===== src/rtl/tmr_pkg.sv =====
// Shared types for the TMR fault monitor: health states, event codes and
// the event record layout.
package tmr_pkg;

  typedef enum logic [1:0] {
    HEALTHY  = 2'd0,
    DEGRADED = 2'd1,
    FAILED   = 2'd2
  } health_e;

  localparam logic [1:0] EVT_R1    = 2'd0;
  localparam logic [1:0] EVT_R2    = 2'd1;
  localparam logic [1:0] EVT_R3    = 2'd2;
  localparam logic [1:0] EVT_MULTI = 2'd3;

  // Widest replica value a record can carry; narrower values are zero-extended.
  localparam int EVT_VAL_MAX = 32;

  typedef struct packed {
    logic [1:0]             code;
    logic [EVT_VAL_MAX-1:0] value;
  } evt_rec_t;

endpackage


===== src/rtl/tmr_evt_fifo.sv =====
// Event record buffer: circular FIFO with a valid/ready read side.
// A write while full is only taken if the head is popped in the same cycle.
module tmr_evt_fifo #(
  parameter int DEPTH = 4,
  parameter int REC_W = 10
) (
  input  logic             clk,
  input  logic             rst,
  input  logic             push,
  input  logic [REC_W-1:0] push_data,
  output logic             out_valid,
  input  logic             out_ready,
  output logic [REC_W-1:0] out_data,
  output logic             full,
  output logic             empty
);
  localparam int AW = $clog2(DEPTH);

  logic [REC_W-1:0] mem_q [DEPTH];
  logic [AW-1:0]    wr_ptr_q, wr_ptr_d, rd_ptr_q, rd_ptr_d;
  logic [AW:0]      count_q, count_d;
  logic             pop, wr_en;

  assign empty     = (count_q == '0);
  assign full      = (count_q == (AW+1)'(DEPTH));
  assign out_valid = !empty;
  // Gate the head so the record reads as zero whenever nothing is buffered.
  assign out_data  = empty ? '0 : mem_q[rd_ptr_q];

  // Pointer and occupancy bookkeeping.
  always_comb begin
    pop      = out_valid && out_ready;
    wr_en    = push && (!full || pop);
    wr_ptr_d = wr_ptr_q + AW'(wr_en);
    rd_ptr_d = rd_ptr_q + AW'(pop);
    count_d  = count_q + (AW+1)'(wr_en) - (AW+1)'(pop);
  end

  // Control state, cleared asynchronously so buffered records vanish at once.
  always_ff @(posedge clk or posedge rst) begin
    if (rst) begin
      wr_ptr_q <= '0;
      rd_ptr_q <= '0;
      count_q  <= '0;
    end else begin
      wr_ptr_q <= wr_ptr_d;
      rd_ptr_q <= rd_ptr_d;
      count_q  <= count_d;
    end
  end

  // Storage array; contents are don't-care while not counted as occupied.
  always_ff @(posedge clk) begin
    if (wr_en) mem_q[wr_ptr_q] <= push_data;
  end

endmodule


===== src/rtl/tmr_fault_monitor.sv =====
// Triple-modular-redundancy monitor: votes three replica values, counts
// per-replica faults, tracks overall health and logs non-clean samples.
module tmr_fault_monitor
  import tmr_pkg::*;
#(
  parameter int WIDTH      = 8,
  parameter int CNT_W      = 8,
  parameter int FIFO_DEPTH = 4,
  parameter int CLEAN_RUN  = 16
) (
  input  logic             clk,
  input  logic             rst,
  input  logic             sample_en,
  input  logic [WIDTH-1:0] q_1,
  input  logic [WIDTH-1:0] q_2,
  input  logic [WIDTH-1:0] q_3,
  input  logic             clr,
  output logic             evt_valid,
  input  logic             evt_ready,
  output logic [1:0]       evt_code,
  output logic [WIDTH-1:0] evt_value,
  output logic [CNT_W-1:0] fault_cnt_1,
  output logic [CNT_W-1:0] fault_cnt_2,
  output logic [CNT_W-1:0] fault_cnt_3,
  output logic [1:0]       health,
  output logic             evt_lost
);
  localparam int RUN_W = $clog2(CLEAN_RUN + 1);
  localparam int REC_W = 2 + WIDTH;

  logic             eq12, eq13, eq23, is_clean, is_multi;
  logic [2:0]       single;
  logic [WIDTH-1:0] maj;
  evt_rec_t         push_rec;
  logic             unused_rec_hi;
  logic             push, fifo_full, fifo_empty, drop;
  logic [REC_W-1:0] fifo_out;

  logic [2:0][CNT_W-1:0] cnt_q, cnt_d;
  logic                  lost_q, lost_d;
  health_e               health_q, health_d;
  logic [RUN_W-1:0]      run_q, run_d;

  // Vote: classify the sample and form the bitwise majority record.
  always_comb begin
    eq12      = (q_1 == q_2);
    eq13      = (q_1 == q_3);
    eq23      = (q_2 == q_3);
    is_clean  = eq12 && eq13;
    is_multi  = !eq12 && !eq13 && !eq23;
    single[0] = eq23 && !eq12;
    single[1] = eq13 && !eq12;
    single[2] = eq12 && !eq13;
    maj       = (q_1 & q_2) | (q_1 & q_3) | (q_2 & q_3);
    push_rec.value = EVT_VAL_MAX'(maj);
    if (is_multi)       push_rec.code = EVT_MULTI;
    else if (single[1]) push_rec.code = EVT_R2;
    else if (single[2]) push_rec.code = EVT_R3;
    else                push_rec.code = EVT_R1;
  end

  // Upper record bits are zero padding for narrow replicas.
  assign unused_rec_hi = ^push_rec.value;

  assign push = sample_en && !is_clean;
  assign drop = push && fifo_full && !(evt_valid && evt_ready);

  tmr_evt_fifo #(.DEPTH(FIFO_DEPTH), .REC_W(REC_W)) u_fifo (
    .clk       (clk),
    .rst       (rst),
    .push      (push),
    .push_data ({push_rec.code, push_rec.value[WIDTH-1:0]}),
    .out_valid (evt_valid),
    .out_ready (evt_ready),
    .out_data  (fifo_out),
    .full      (fifo_full),
    .empty     (fifo_empty)
  );

  assign evt_code    = fifo_out[REC_W-1 -: 2];
  assign evt_value   = fifo_out[WIDTH-1:0];
  assign fault_cnt_1 = cnt_q[0];
  assign fault_cnt_2 = cnt_q[1];
  assign fault_cnt_3 = cnt_q[2];
  assign health      = health_q;
  assign evt_lost    = lost_q;

  // Saturating per-replica counters and sticky overflow flag; clr wins.
  always_comb begin
    cnt_d  = cnt_q;
    lost_d = lost_q;
    if (clr) begin
      cnt_d  = '0;
      lost_d = 1'b0;
    end else begin
      for (int i = 0; i < 3; i++)
        if (sample_en && single[i] && cnt_q[i] != '1) cnt_d[i] = cnt_q[i] + 1'b1;
      if (drop) lost_d = 1'b1;
    end
  end

  // Health FSM: idle cycles leave the clean-run count untouched.
  always_comb begin
    health_d = health_q;
    run_d    = run_q;
    if (clr) begin
      health_d = HEALTHY;
      run_d    = '0;
    end else if (sample_en) begin
      if (is_multi) begin
        health_d = FAILED;
        run_d    = '0;
      end else if (!is_clean) begin
        if (health_q != FAILED) health_d = DEGRADED;
        run_d = '0;
      end else if (health_q == DEGRADED) begin
        if (run_q == RUN_W'(CLEAN_RUN - 1)) begin
          health_d = HEALTHY;
          run_d    = '0;
        end else begin
          run_d = run_q + 1'b1;
        end
      end
    end
  end

  // State registers.
  always_ff @(posedge clk or posedge rst) begin
    if (rst) begin
      cnt_q    <= '0;
      lost_q   <= 1'b0;
      health_q <= HEALTHY;
      run_q    <= '0;
    end else begin
      cnt_q    <= cnt_d;
      lost_q   <= lost_d;
      health_q <= health_d;
      run_q    <= run_d;
    end
  end

endmodule

===== config.mk =====
export PLATFORM = sky130hd
export DESIGN_NAME = tmr_fault_monitor
export DESIGN_NICKNAME = d
export VERILOG_FILES = /design/src/rtl/tmr_pkg.sv /design/src/rtl/tmr_evt_fifo.sv /design/src/rtl/tmr_fault_monitor.sv
export SDC_FILE = /design/constraint.sdc
export NUM_CORES = 1
export LEC_CHECK = 0
export ABC_AREA = 1
export CELL_PAD_IN_SITES_DETAIL_PLACEMENT = 2
export CELL_PAD_IN_SITES_GLOBAL_PLACEMENT = 2
export CORE_UTILIZATION = 36
export CTS_CLUSTER_SIZE = 24
export DETAILED_ROUTE_END_ITERATION = 6
export GPL_TIMING_DRIVEN = 0
export PLACE_DENSITY = 0.94
export SYNTH_ARGS = -nofsm -noshare
export SYNTH_HDL_FRONTEND = slang
export SYNTH_SLANG_ARGS = --single-unit

===== constraint.sdc =====
create_clock -name clk -period 5.65 [get_ports clk]
set_input_delay 1.13 -clock clk [delete_from_list [all_inputs] [get_ports clk]]
set_output_delay 1.13 -clock clk [all_outputs]
set_load 0.05 [all_outputs]

==> reports/qor.yml <==
power:
  peakVddDrop_uv: 170
  p_leak_nw: 2.35
  pwr-share-clk_pct: 28.6
  switching_share_pct: 39.7
  combPwrFrac_pct: 37.8
  seqPwrFrac_pct: 33.6
  p_int_mw: 1.34
  p_sw_mw: 0.887
  power_density_nw_per_um2: 406
synth:
  synthSimpleGateAreaFrac_pct: 24.8
  synth_cells: 456
  ys_ff_latch: 79
  synth_edf_count: 40
  synth_area_um2: 4290
  synth_warnings: 0
  yosys.area_share.adder_pct: 9.80
  synth_mux_area_share_pct: 0
  syn-num-nets: 518
  synth_top_family_by_area: "simple AND/OR/NAND/NOR gates"
  syn_area_per_cell_um2: 9.40
  ys.flop_type: "edfxtp_1"
  async_reset_ff_share_pct: 49.4
  synth_compound_area_share_pct: 6.39
  yosysUniqueCellTypes: 36
  synth_seq_area_share_pct: 50.8
  synthXorXnorAreaFrac_pct: 3.27
outcome:
  violations: "DRC"
  outcome: "complete, but fails checks"
worst_setup_path:
  cp-start-kind: "register"
  max_stage_delay_ns: 0.84
  crit_type: "reg2out"
  cp_cell_sequence: "clkbuf_1 -> nor2_1 -> nor2_1 -> o21ai_0 -> a21oi_1 -> clkdlybuf4s50_1"
  crit_buf_inv: 2
  worst-path-max-fanout: 10
  critical_path_arrival_ns: 2.70
  crit_family: "buffers and inverters"
  cp_slowest_cell: "clkdlybuf4s50_1"
  cp_data_required_time_ns: 4.52
  worstSetupEndpointType: "primary output"
  crit_top_cell: "nor2_1"
timing:
  period_needed_ns: 3.83
  fin_tns_setup_ns: 0
  drv_slew: 0
  setup_violations: 0
  fin_crit_sh_pct: 67.9
  hold_viol: 0
  fmax_ghz: 0.261
  worst_pin_slew_ns: 1.08
  skew_ns: 0.00837
  relSlewSlack_pct: 27.9
  rsz0062_at_grt: "no"
clock_tree:
  cts-resized-gates: 0
  cts_setup_buffers: 0
  cts_tree: "yes"
  cts.sinks: 79
  worstSkewPairLatency_ns: 0.34
  clk_pin_slew_ns: 0.06
  cts-root-buf: "clkbuf_16"
  clock_path_buffers: 2
  hold_buffers: 0
  htreeDepth: 3
  numCtsBuffers: 9
finish:
  fill_cells: 1226
  final_common_cell: "nor2_1"
  final_cell_mix: "73 x nor2_1, 68 x nand2_1, 66 x clkdlybuf4s50_1, 40 x edfxtp_1, 39 x dfrtp_1"
  area_growth_pct: 28.0
  drive_gt1_share_pct: 11.1
  utilization_pct: 47.7
  diodes: 0
  nets: 596
routing:
  drt_iter0_drc: 70
  ant_nets: 0
  dr.pass1.iters: 6
  routedWlPerCell_um: 21.5
  totalWireLength_um: 14700
  vias: 3612
  drc_errors: 11
  viasPerCell: 5.30
floorplanning:
  coreArea_um2: 11500
  dieArea_um2: 12400
  die_y_um: 111
  num_rows: 39
  die_w_um: 111
  io_pins: 67
  start_util_pct: 37.2
place:
  dp_hpwl_um: 10600
  numPortBuffers: 66
  place_congestion: 0.773
hold_path:
  worst_hold_path_type: "reg2reg"
flow_run:
  maxCapViolations: 0
global_route:
  grt_pass1_wl_um: 23900
  grt-ovfl-total: 0
  grt_pass1_vias: 4258
  grt_use_total_pct: 25.7
  antenna_found_initial: 0
  grt_max_degree: 40
## state kept, by name (all words and copies together) (netlist names)
signal	count
u_fifo.wr_ptr_q	2
fault_cnt_2	8
u_fifo.count_q	3
health	2
fault_cnt_1	8
u_fifo.mem_q	40
fault_cnt_3	8
u_fifo.rd_ptr_q	2
evt_lost	1
run_q	5
## power by group through the flow
stage / logic (mW) / clock network, mW / registers, mW
global route: 0.908 / 0.669 / 0.756
global placement: 0.777 / 0 / 0.743
finish: 0.843 / 0.639 / 0.748
detailed placement: 0.835 / 0 / 0.758
CTS: 0.851 / 0.643 / 0.749
floorplan: 0.529 / 0 / 0.741
## metal layers
| layer | routed length, um | track usage (%) | part of all wire (%) | vias to the layer above |
|---|---|---|---|---|
| met5 | 0 | 0 | 0 | - |
| met4 | 469 | 10.2 | 3.2 | 0 |
| met3 | 407 | 4.87 | 2.8 | 28 |
| met2 | 8110 | 48.6 | 55 | 67 |
| met1 | 5700 | 28.0 | 39 | 1834 |
| li1 | - | - | - | 1683 |
## kinds of logic (layout without fill, tap and decap cells)
| family | Yosys count | in the layout |
|---|---|---|
| DFF | 79 | 79 |
| AOI/OAI and AO/OA | 51 | 51 |
| and+or+nand+nor | 223 | 223 |
| xor gates and xnor gates | 16 | 16 |
| buffers and inverters | 54 | 137 |
| adders and majority gates | 33 | 33 |
## worst min-delay path: cells and delay by family (launching register included)
kind          cells  cell delay [ns]
simple gates      2             0.11
flops             1             0.37
## synthesized netlist by cell type (2+ instances only)
library cell  number  area (um2)
nor2_1            73         274
nand2_1           68         255
edfxtp_1          40        1200
dfrtp_1           39         976
inv_1             36         135
ha_1              32         400
nand3_1           28         140
o21ai_0           23         115
nor3_1            13        65.1
xor2_1            13         114
a21oi_1           12        60.1
o21ai_1           10        50.1
clkbuf_1           8        30.0
or3_1              8        50.1
nand4_1            6        37.5
nor2_2             6        37.5
inv_2              5        18.8
nand2_4            5        56.3
or2_2              5        31.3
nand2_2            3        18.8
o21ai_2            3        26.3
xnor2_1            3        26.3
inv_4              2        12.5
nor3_2             2        20.0
o21a_1             2        15.0
## worst paths after layout
check                                             start                          end  slack [ns]  depth (start not counted)
max in group asynchronous                           rst   fault_cnt_1[7]$_DFFE_PP0P_        4.31                          3
setup / recovery           u_fifo.rd_ptr_q[0]$_DFF_PP0_                 evt_value[1]        1.82                          6
hold / removal                    health[1]$_DFFE_PP0P_        health[1]$_DFFE_PP0P_        0.52                          2
hold reg to reg                   health[1]$_DFFE_PP0P_        health[1]$_DFFE_PP0P_        0.52                          2
min in group asynchronous                           rst   fault_cnt_2[6]$_DFFE_PP0P_        1.14                          3
setup reg to reg            u_fifo.count_q[1]$_DFF_PP0_  u_fifo.count_q[2]$_DFF_PP0_        3.12                         11
## through the flow
stage	instance area [um2]	setup slack (ns)	total power, mW	hold slack, ns	instances
6_report	5490	1.82	2.23	0.516	682
5_1_grt	5490	1.61	2.33	0.558	682
4_1_cts	5490	1.81	2.24	0.522	682
3_5_place_dp	5170	1.76	1.59	0.508	666
3_3_place_gp	5130	1.46	1.52	0.471	665
2_1_floorplan	4290	2.60	1.27	0.459	456
## cell type report
type                    instances  area, um2  area share (%)
clock inverters                 7       97.6            1.78
clock buffers                   9        225            4.10
well taps                     143        179            3.26
plain buffers                  10       42.5           0.775
repair buffers                 67        681            12.4
inverters                      44        170            3.10
multi-input cells             323       1920            34.9
flip-flops and latches         79       2180            39.7
No activity file was read; power rests on OpenSTA's default activity.
